<file path="config.mk">
export PLATFORM = sky130hd
export DESIGN_NAME = pulse_driver
export DESIGN_NICKNAME = d
export VERILOG_FILES = /design/src/rtl/pulse_driver_pkg.sv /design/src/rtl/pulse_driver_tick_gen.sv /design/src/rtl/pulse_driver.sv
export SDC_FILE = /design/constraint.sdc
export NUM_CORES = 1
export LEC_CHECK = 0
export BUFFER_PORTS_ARGS = -buffer_cell sky130_fd_sc_hd__clkbuf_2
export CAP_MARGIN = 20
export CELL_PAD_IN_SITES_DETAIL_PLACEMENT = 0
export CELL_PAD_IN_SITES_GLOBAL_PLACEMENT = 1
export CORE_UTILIZATION = 47
export DETAILED_ROUTE_END_ITERATION = 8
export PLACE_DENSITY = 0.84
export SLEW_MARGIN = 20
export SYNTH_ARGS = -nofsm -noshare
export SYNTH_HDL_FRONTEND = slang
export SYNTH_HIERARCHICAL = 1
export SYNTH_SLANG_ARGS = --single-unit
</file>
<file path="constraint.sdc">
create_clock -name clk -period 3.4 [get_ports clk]
set_clock_uncertainty 0.2 [all_clocks]
set_input_delay 0 -clock clk [delete_from_list [all_inputs] [get_ports clk]]
set_output_delay 0 -clock clk [all_outputs]
set_load 0.05 [all_outputs]
</file>
<file path="src/rtl/pulse_driver_pkg.sv">
// Shared state encoding, default parameter values and sizing helpers
// for the pulse stretcher and its tick prescaler.
package pulse_driver_pkg;

  typedef enum logic [1:0] {
    IDLE = 2'd0,
    ON   = 2'd1,
    GAP  = 2'd2
  } state_t;

  localparam int SAMPLE_COUNT_MAX_DEFAULT = 10;
  localparam int ON_TICKS_DEFAULT         = 20;
  localparam int GAP_TICKS_DEFAULT        = 20;
  localparam int PEND_MAX_DEFAULT         = 15;

  function automatic int max_int(input int a, input int b);
    return (a > b) ? a : b;
  endfunction

  // Bits needed to hold values 0..n, never less than one.
  function automatic int count_width(input int n);
    return (n < 1) ? 1 : $clog2(n + 1);
  endfunction

endpackage

</file>
<file path="src/rtl/pulse_driver_tick_gen.sv">
// Free-running prescaler: counts 0..SAMPLE_COUNT_MAX and flags the
// terminal count with a one-cycle tick.
module sample_tick_gen
  import pulse_driver_pkg::*;
#(
  parameter int SAMPLE_COUNT_MAX = SAMPLE_COUNT_MAX_DEFAULT
) (
  input  logic clk,
  input  logic rst,
  output logic tick
);

  localparam int            CW   = count_width(SAMPLE_COUNT_MAX);
  localparam logic [CW-1:0] LAST = CW'(SAMPLE_COUNT_MAX);

  logic [CW-1:0] count;

  // NOTE: sequential state uses non-blocking assignments so every flop
  // samples pre-edge values regardless of process evaluation order.
  always_ff @(posedge clk or posedge rst) begin
    if (rst) begin
      count <= '0;
    end else if (count == LAST) begin
      count <= '0;
    end else begin
      count <= count + 1'b1;
    end
  end

  assign tick = (count == LAST);

endmodule

</file>
<file path="src/rtl/pulse_driver.sv">
// Request-queueing pulse stretcher: each accepted request produces a
// tick-timed high pulse followed by a mandatory low gap.
module pulse_driver
  import pulse_driver_pkg::*;
#(
  parameter int SAMPLE_COUNT_MAX = SAMPLE_COUNT_MAX_DEFAULT,
  parameter int ON_TICKS         = ON_TICKS_DEFAULT,
  parameter int GAP_TICKS        = GAP_TICKS_DEFAULT,
  parameter int PEND_MAX         = PEND_MAX_DEFAULT
) (
  input  logic       clk,
  input  logic       rst,
  input  logic       pulse_in,
  output logic       level_out,
  output logic       busy,
  output logic [3:0] pend_count,
  output logic       overflow
);

  localparam int            TW         = count_width(max_int(ON_TICKS, GAP_TICKS));
  localparam logic [TW-1:0] ON_LAST    = TW'(ON_TICKS - 1);
  localparam logic [TW-1:0] GAP_LAST   = TW'(GAP_TICKS - 1);
  localparam logic [3:0]    PEND_LIMIT = 4'(PEND_MAX);

  state_t        state, state_next;
  logic [TW-1:0] tick_cnt, tick_cnt_next;
  logic [3:0]    pend_next;
  logic          level_next, busy_next, overflow_next;
  logic          gap_exit;
  logic          tick;

  sample_tick_gen #(
    .SAMPLE_COUNT_MAX(SAMPLE_COUNT_MAX)
  ) u_tick_gen (
    .clk (clk),
    .rst (rst),
    .tick(tick)
  );

  // NOTE: every signal written here gets a default first, so no path
  // through the block can leave a value unassigned and infer a latch.
  always_comb begin
    state_next    = state;
    tick_cnt_next = tick_cnt;
    pend_next     = pend_count;
    overflow_next = 1'b0;
    gap_exit      = 1'b0;

    if (tick) tick_cnt_next = tick_cnt + 1'b1;

    case (state)
      IDLE: begin
        if (pulse_in) state_next = ON;
      end
      ON: begin
        if (tick && tick_cnt == ON_LAST) state_next = GAP;
      end
      GAP: begin
        if (tick && tick_cnt == GAP_LAST) begin
          gap_exit = 1'b1;
          // A request arriving on the exit tick is served directly, so the
          // queue only shrinks when nothing new arrives.
          if (pend_count != 4'd0 || pulse_in) state_next = ON;
          else                                state_next = IDLE;
          if (pend_count != 4'd0 && !pulse_in) pend_next = pend_count - 1'b1;
        end
      end
      default: state_next = IDLE;
    endcase

    if (state != IDLE && pulse_in && !gap_exit) begin
      if (pend_count == PEND_LIMIT) overflow_next = 1'b1;
      else                          pend_next     = pend_count + 1'b1;
    end

    if (state_next != state) tick_cnt_next = '0;

    // Outputs are decoded from the next state so they leave flops in step
    // with the state register.
    level_next = (state_next == ON);
    busy_next  = (state_next != IDLE);
  end

  always_ff @(posedge clk or posedge rst) begin
    if (rst) begin
      state      <= IDLE;
      tick_cnt   <= '0;
      pend_count <= '0;
      level_out  <= 1'b0;
      busy       <= 1'b0;
      overflow   <= 1'b0;
    end else begin
      state      <= state_next;
      tick_cnt   <= tick_cnt_next;
      pend_count <= pend_next;
      level_out  <= level_next;
      busy       <= busy_next;
      overflow   <= overflow_next;
    end
  end

endmodule

</file>
## Yosys cells after proc, flatten, opt, wreduce, memory -nomap -nowiden

Index checks and enable logic that the tools add are counted.

| storage, ports and cells | value |
|---|---|
| flip-flop bits (word level) | 18 |
| bits of input ports | 3 |
| output and inout port bits | 7 |
| logic and storage cells | 47 |

| cells by class | value |
|---|---|
| $add $sub $neg | 4 |
| equal/unequal tests | 7 |
| mux-type cells | 17 |
| reduce and logical (&&, ||, !) cells | 12 |

Operators by type and width:

| cell | number |
|---|---|
| $mux W4 | 6 |
| $mux W5 | 2 |
| $add A4 B1 Y4 const B | 2 |
| $eq A4 B4 Y1 const B | 2 |
| $mux W2 | 3 |
| $pmux W2 S3 | 1 |
| $reduce_bool A2 Y1 | 3 |
| $add A5 B1 Y5 const B | 1 |
| $eq A5 B5 Y1 const B | 1 |
| $mux W1 | 5 |
| $eq A2 B1 Y1 const B | 2 |
| $logic_and A1 B1 Y1 | 4 |
| $reduce_bool A4 Y1 | 1 |
| $sub A4 B1 Y4 const B | 1 |
| $eq A2 B2 Y1 const B | 1 |
| $logic_not A1 Y1 | 2 |
| $logic_not A2 Y1 | 1 |
| $ne A2 B2 Y1 | 1 |
| $logic_or A1 B1 Y1 | 1 |

## Longest topological paths before layout

| logic depth | value |
|---|---|
| word-level depth | 7 |
| mapped depth | 7 |
| gate-level depth less buffers | 7 |

## Modules after synthesis

The synthesis kept the hierarchy.

Modules (own cells, without submodules):

| module | instances | cells an instance | area an instance (um^2) | sequential area each (um^2) |
|---|---|---|---|---|
| pulse_driver | 1 | 71 | 742.0 | 350.3 |
| sample_tick_gen | 1 | 16 | 182.7 | 100.1 |

## Worst setup path after synthesis

Ideal clock, no wire load.

| timing path | value |
|---|---|
| kind | flip-flop to flip-flop |
| start point | reg pend_count[0] |
| end point | reg pend_count[2] |
| library setup time | 0.064 ns |
| arrival | 2.025 ns |
| required time | 3.136 ns |
| slack | 1.111 ns |
| cell stages (with the launch flop) | 8 |
| buffers on the path | 0 |
| clock period less this slack | 2.289 ns |
| path through | dfrtp_1 inv_1 ha_1 inv_1 o31ai_1 or4b_4 o22ai_1 o22a_2 |

| on the way | value |
|---|---|
| word-level cells in the longest chain between the ends | 7 |
| elaborated cells between the ends (all ways) | 10 |
| those cells by class | 2 x add/sub; 1 x eq/ne; 5 x mux; 2 x reduce/logical |

Ends and longest elaborated chain:

| what | RTL line | source |
|---|---|---|
| from (decl) | pulse_driver.sv:16 | `output logic [3:0] pend_count,` |
| from (signal assigned) | pulse_driver.sv:95 | `pend_count <= pend_next;` |
| branches (longest 6 deep; another with $sub A4 B1 Y4) | n/a |  |
| $mux W4 (*) | pulse_driver.sv:71 | `if (state != IDLE && pulse_in && !gap_exit) begin` |
| named net pend_next[2] | pulse_driver.sv:27 | `logic [3:0] pend_next;` |

Mark *: on every way through the listed nets, which the timed path passes.
A chain may end at the register's enable or synchronous reset.

## Worst setup path after layout

| timing path | value |
|---|---|
| start point | reg u_tick_gen.count[2] |
| end point | reg pend_count[3] |

| on the way | value |
|---|---|
| word-level cells in the longest chain between the ends | 7 |
| elaborated cells between the ends (all ways) | 10 |
| those cells by class | 1 x eq/ne; 6 x mux; 3 x reduce/logical |

Ends and longest elaborated chain:

| what | RTL line | source |
|---|---|---|
| from (decl) | pulse_driver_tick_gen.sv:16 | `logic [CW-1:0] count;` |
| from (signal assigned) | pulse_driver_tick_gen.sv:26 | `count <= count + 1'b1;` |
| $eq A4 B4 Y1 (*) | pulse_driver_tick_gen.sv:30 | `assign tick = (count == LAST);` |
| named net tick | pulse_driver.sv:30 | `logic tick;` |
| $logic_and A1 B1 Y1 (*) | pulse_driver.sv:59 | `if (tick && tick_cnt == GAP_LAST) begin` |
| $mux W1 | pulse_driver.sv:59 |  |
| $mux W1 | pulse_driver.sv:51 | `case (state)` |
| $logic_not A1 Y1 | pulse_driver.sv:71 |  |
| $logic_and A1 B1 Y1 | pulse_driver.sv:71 |  |
| $mux W4 (*) | pulse_driver.sv:71 |  |
| named net pend_next[3] | pulse_driver.sv:27 |  |

Mark *: on every way through the listed nets, which the timed path passes. The rest lies on a longest branch.

==> summary.txt <==
Die
  – Die Height: 46.4 µm
  – Die W: 46.4 µm
  – Floorplan row count: 15
  – Initial Utilization: 51.9%
  – CORE AREA: 1780 µm²
  – Die Footprint: 2150 µm²
  – Number of top-level pins: 10

Synth
  – Syn_nets: 93
  – Fraction of registers with async set or reset after synthesis: 100%
  – Most numerous cell in the Yosys netlist: dfrtp_1
  – Largest area contributor in the netlist: dfrtp_1
  – Dominant cells by area after synthesis: dfrtp_1 49%, ha_1 4.1%, xor2_1 3.8%
  – Cell area after technology mapping: 925 µm²
  – Average cell area after synthesis: 10.6 µm²
  – Fraction of the yosys area taken by sequential cells: 48.7%
  – Number of flip-flops and latches in the synthesized netlist: 18
  – Primary flip-flop cell chosen by synthesis mapping: dfrtp_1
  – Number of enable-type register cells in the synthesized netlist: 0
  – Gate Count Post-Synth: 87
  – Distinct cells, synth: 35
  – Number of warnings printed during yosys synthesis: 6
  – Area share of the largest cell type after synthesis: 48.7%
  – Most frequent cells after synthesis: 18 x dfrtp_1, 9 x nor2_1, 8 x inv_1

Clock tree
  – Post-CTS Resized: 0
  – Clock Path Buffers: 2
  – CTS tree: yes
  – CTS sink cnt: 18
  – Clock Latency Late Sink: 0.28 ns
  – Number of CTS-inserted buffers: 3
  – CTS root buffer: clkbuf_4
  – Post-CTS Setup Bufs: 0
  – H-tree levels: 1
  – Clock-pin slew reported for the worst setup and hold paths after clock tree synthesis: 0.09 ns

Place
  – Number of input and output port buffers inserted: 9
  – Post-Place Cell Area: 996 µm²
  – Routability congestion estimate: 0.733
  – Post-placement worst setup slack: 0.941 ns
  – Detailed Place HPWL: 1120 µm
  – Placed Instances: 120

Worst setup path
  – Required time of the worst setup path: 3.38 ns
  – Startpoint kind of the worst setup timing path: register
  – Arrival time of the worst setup path: 2.43 ns
  – Crit Path Class: register to register
  – Peak fanout along the critical path: 5
  – Element type at the critical path end: register

Layout
  – Area taken by flip-flops and latches: 450 µm²
  – Summed area of non-filler cells in the final layout: 1060 µm²
  – Antenna diode instance count: 0
  – Multi-input gate area in the final layout: 439 µm²
  – Share of final-layout standard cells stronger than drive strength 1: 21.6%
  – Number of standard cells in the final layout excluding fillers: 127
  – Layout Utilization: 59.6%
  – Filler cell count in the final layout: 158
  – Growth of design area from synthesis to finish: 14.9%
  – NumNets Final: 109

GRT
  – Pin count of the biggest net entering global routing: 15
  – Met1 usage: 23.3%
  – GRT Total Usage: 17.3%
  – Met3 GRT Util: 8.24%
  – Antenna violations before repair: 0
  – Number of global-route vias before repair: 558
  – GRT Max-Usage Layer: met2
  – Global-route wire length before repair: 2460 µm
  – Met2 Use GR: 24.2%
  – Grt total ovfl: 0

Min path
  – Kind of path behind the tightest hold check: primary input to async pin

STA
  – Slew of the pin with the lowest slew margin: 0.558 ns
  – Shortest period the worst path allows: 2.45 ns
  – Fin Setup TNS: 0 ns
  – Worst rel slew slack: 62.5%
  – Unrepaired setup endpoints after global routing: false
  – Slew Limit Fails: 0
  – Final worst slack: 0.945 ns
  – Number of hold violations in the final report: 0
  – Timing-limited maximum frequency: 0.407 GHz
  – Final setup violation count: 0
  – Fraction of the cycle the final worst path needs: 72.2%
  – Worst hold slack: 0.0739 ns

Drt
  – Drt wl/cell: 11.4 µm
  – Number of design-rule violations left by the first detailed-router iteration: 4
  – Total iterations of the first detailed-routing run: 3
  – Via count: 653
  – Final WL: 1450 µm
  – Via/cell ratio: 5.14
  – Number of routed nets with antenna violations: 0
  – Detailed-route DRC error count: 0

Pwr
  – Power density relative to cell area: 597 nW/µm²
  – Max IR drop VDD: 0.530 mV
  – Leakage: 0.504 nW
  – Tot Pwr: 635 µW

Run
  – Number of max-cap violations: 0

Run status
  – Status: finished, final reports clean
-- flip-flops by register name, summed over array words and instances, names as in the netlist --
name / count
pend_count: 4
u_tick_gen/count: 4
tick_cnt: 5
overflow: 1
level_out: 1
busy: 1
state: 2
-- final timing paths --
kind	end	start	slack (ns)	cells after the start
max in group asynchronous	u_tick_gen/count[1]$_DFF_PP0_	rst	2.39	4
hold reg to reg	u_tick_gen/count[0]$_DFF_PP0_	u_tick_gen/count[1]$_DFF_PP0_	0.33	1
setup reg to reg	pend_count[3]$_DFF_PP0_	u_tick_gen/count[2]$_DFF_PP0_	0.95	7
hold / removal	pend_count[1]$_DFF_PP0_	rst	0.07	3
min in group clk	u_tick_gen/count[0]$_DFF_PP0_	u_tick_gen/count[1]$_DFF_PP0_	0.33	1
setup / recovery	pend_count[3]$_DFF_PP0_	u_tick_gen/count[2]$_DFF_PP0_	0.95	7
-- what timing repair did --
item                       in CTS  in global routing
hold endpoints to repair       21                  0
hold buffers                    3                  0
setup endpoints to repair       0                  0
-- cell type report --
cell class	instances	area share [%]
sequential	18	42.4
multi-input combinational	60	41.3
timing repair buffer	12	7.07
clock buffer	4	3.42
tap	25	2.94
inverter	8	2.83
-- power by group --
group / switching [mW] / internal, mW / leakage [nW]
Sequential: 0.0362 / 0.241 / 0.211
Clock: 0.0603 / 0.0652 / 0.0210
Combinational: 0.159 / 0.0732 / 0.272
-- worst max-delay path, cell delays in order, from the launching register on --
cell and delay (ns):
dfrtp_1 0.44, nor2b_4 0.16, and3b_1 0.28, nand2_1 0.22
o31ai_1 0.56, or2b_2 0.25, o22ai_2 0.09, xor2_1 0.14
-- metal layers --
metal  vias to the layer above  wire [µm]
li1                        339          -
met1                       302        758
met2                        10        618
met3                         2         54
met4                         0         14
met5                         -          0
-- logic make-up (layout without fill, tap and decap cells) --
group,after synthesis,in the layout,synth area share [%]
and+or+nand+nor,28,28,19.6
AOI/OAI and AO/OA,20,20,14.9
buffers and inverters,9,24,3.79
xor gates and xnor gates,7,7,6.63
adders and majority gates,3,3,4.06
DFF,18,18,48.7
muxes,2,2,2.30
-- cell usage in the layout, fill, tap and decap left out, types with 2 or more instances in the layout --
master,n
nand4_1,2
inv_1,8
nor2_1,9
xnor2_1,3
clkbuf_2,9
a221oi_1,2
o31ai_1,2
ha_1,3
xor2_1,4
nand3_1,2
dlygate4sd3_1,3
o21ai_0,6
nand2_1,4
a21oi_1,2
clkbuf_4,3
dfrtp_1,18
(Power assumes the default switching activity.)
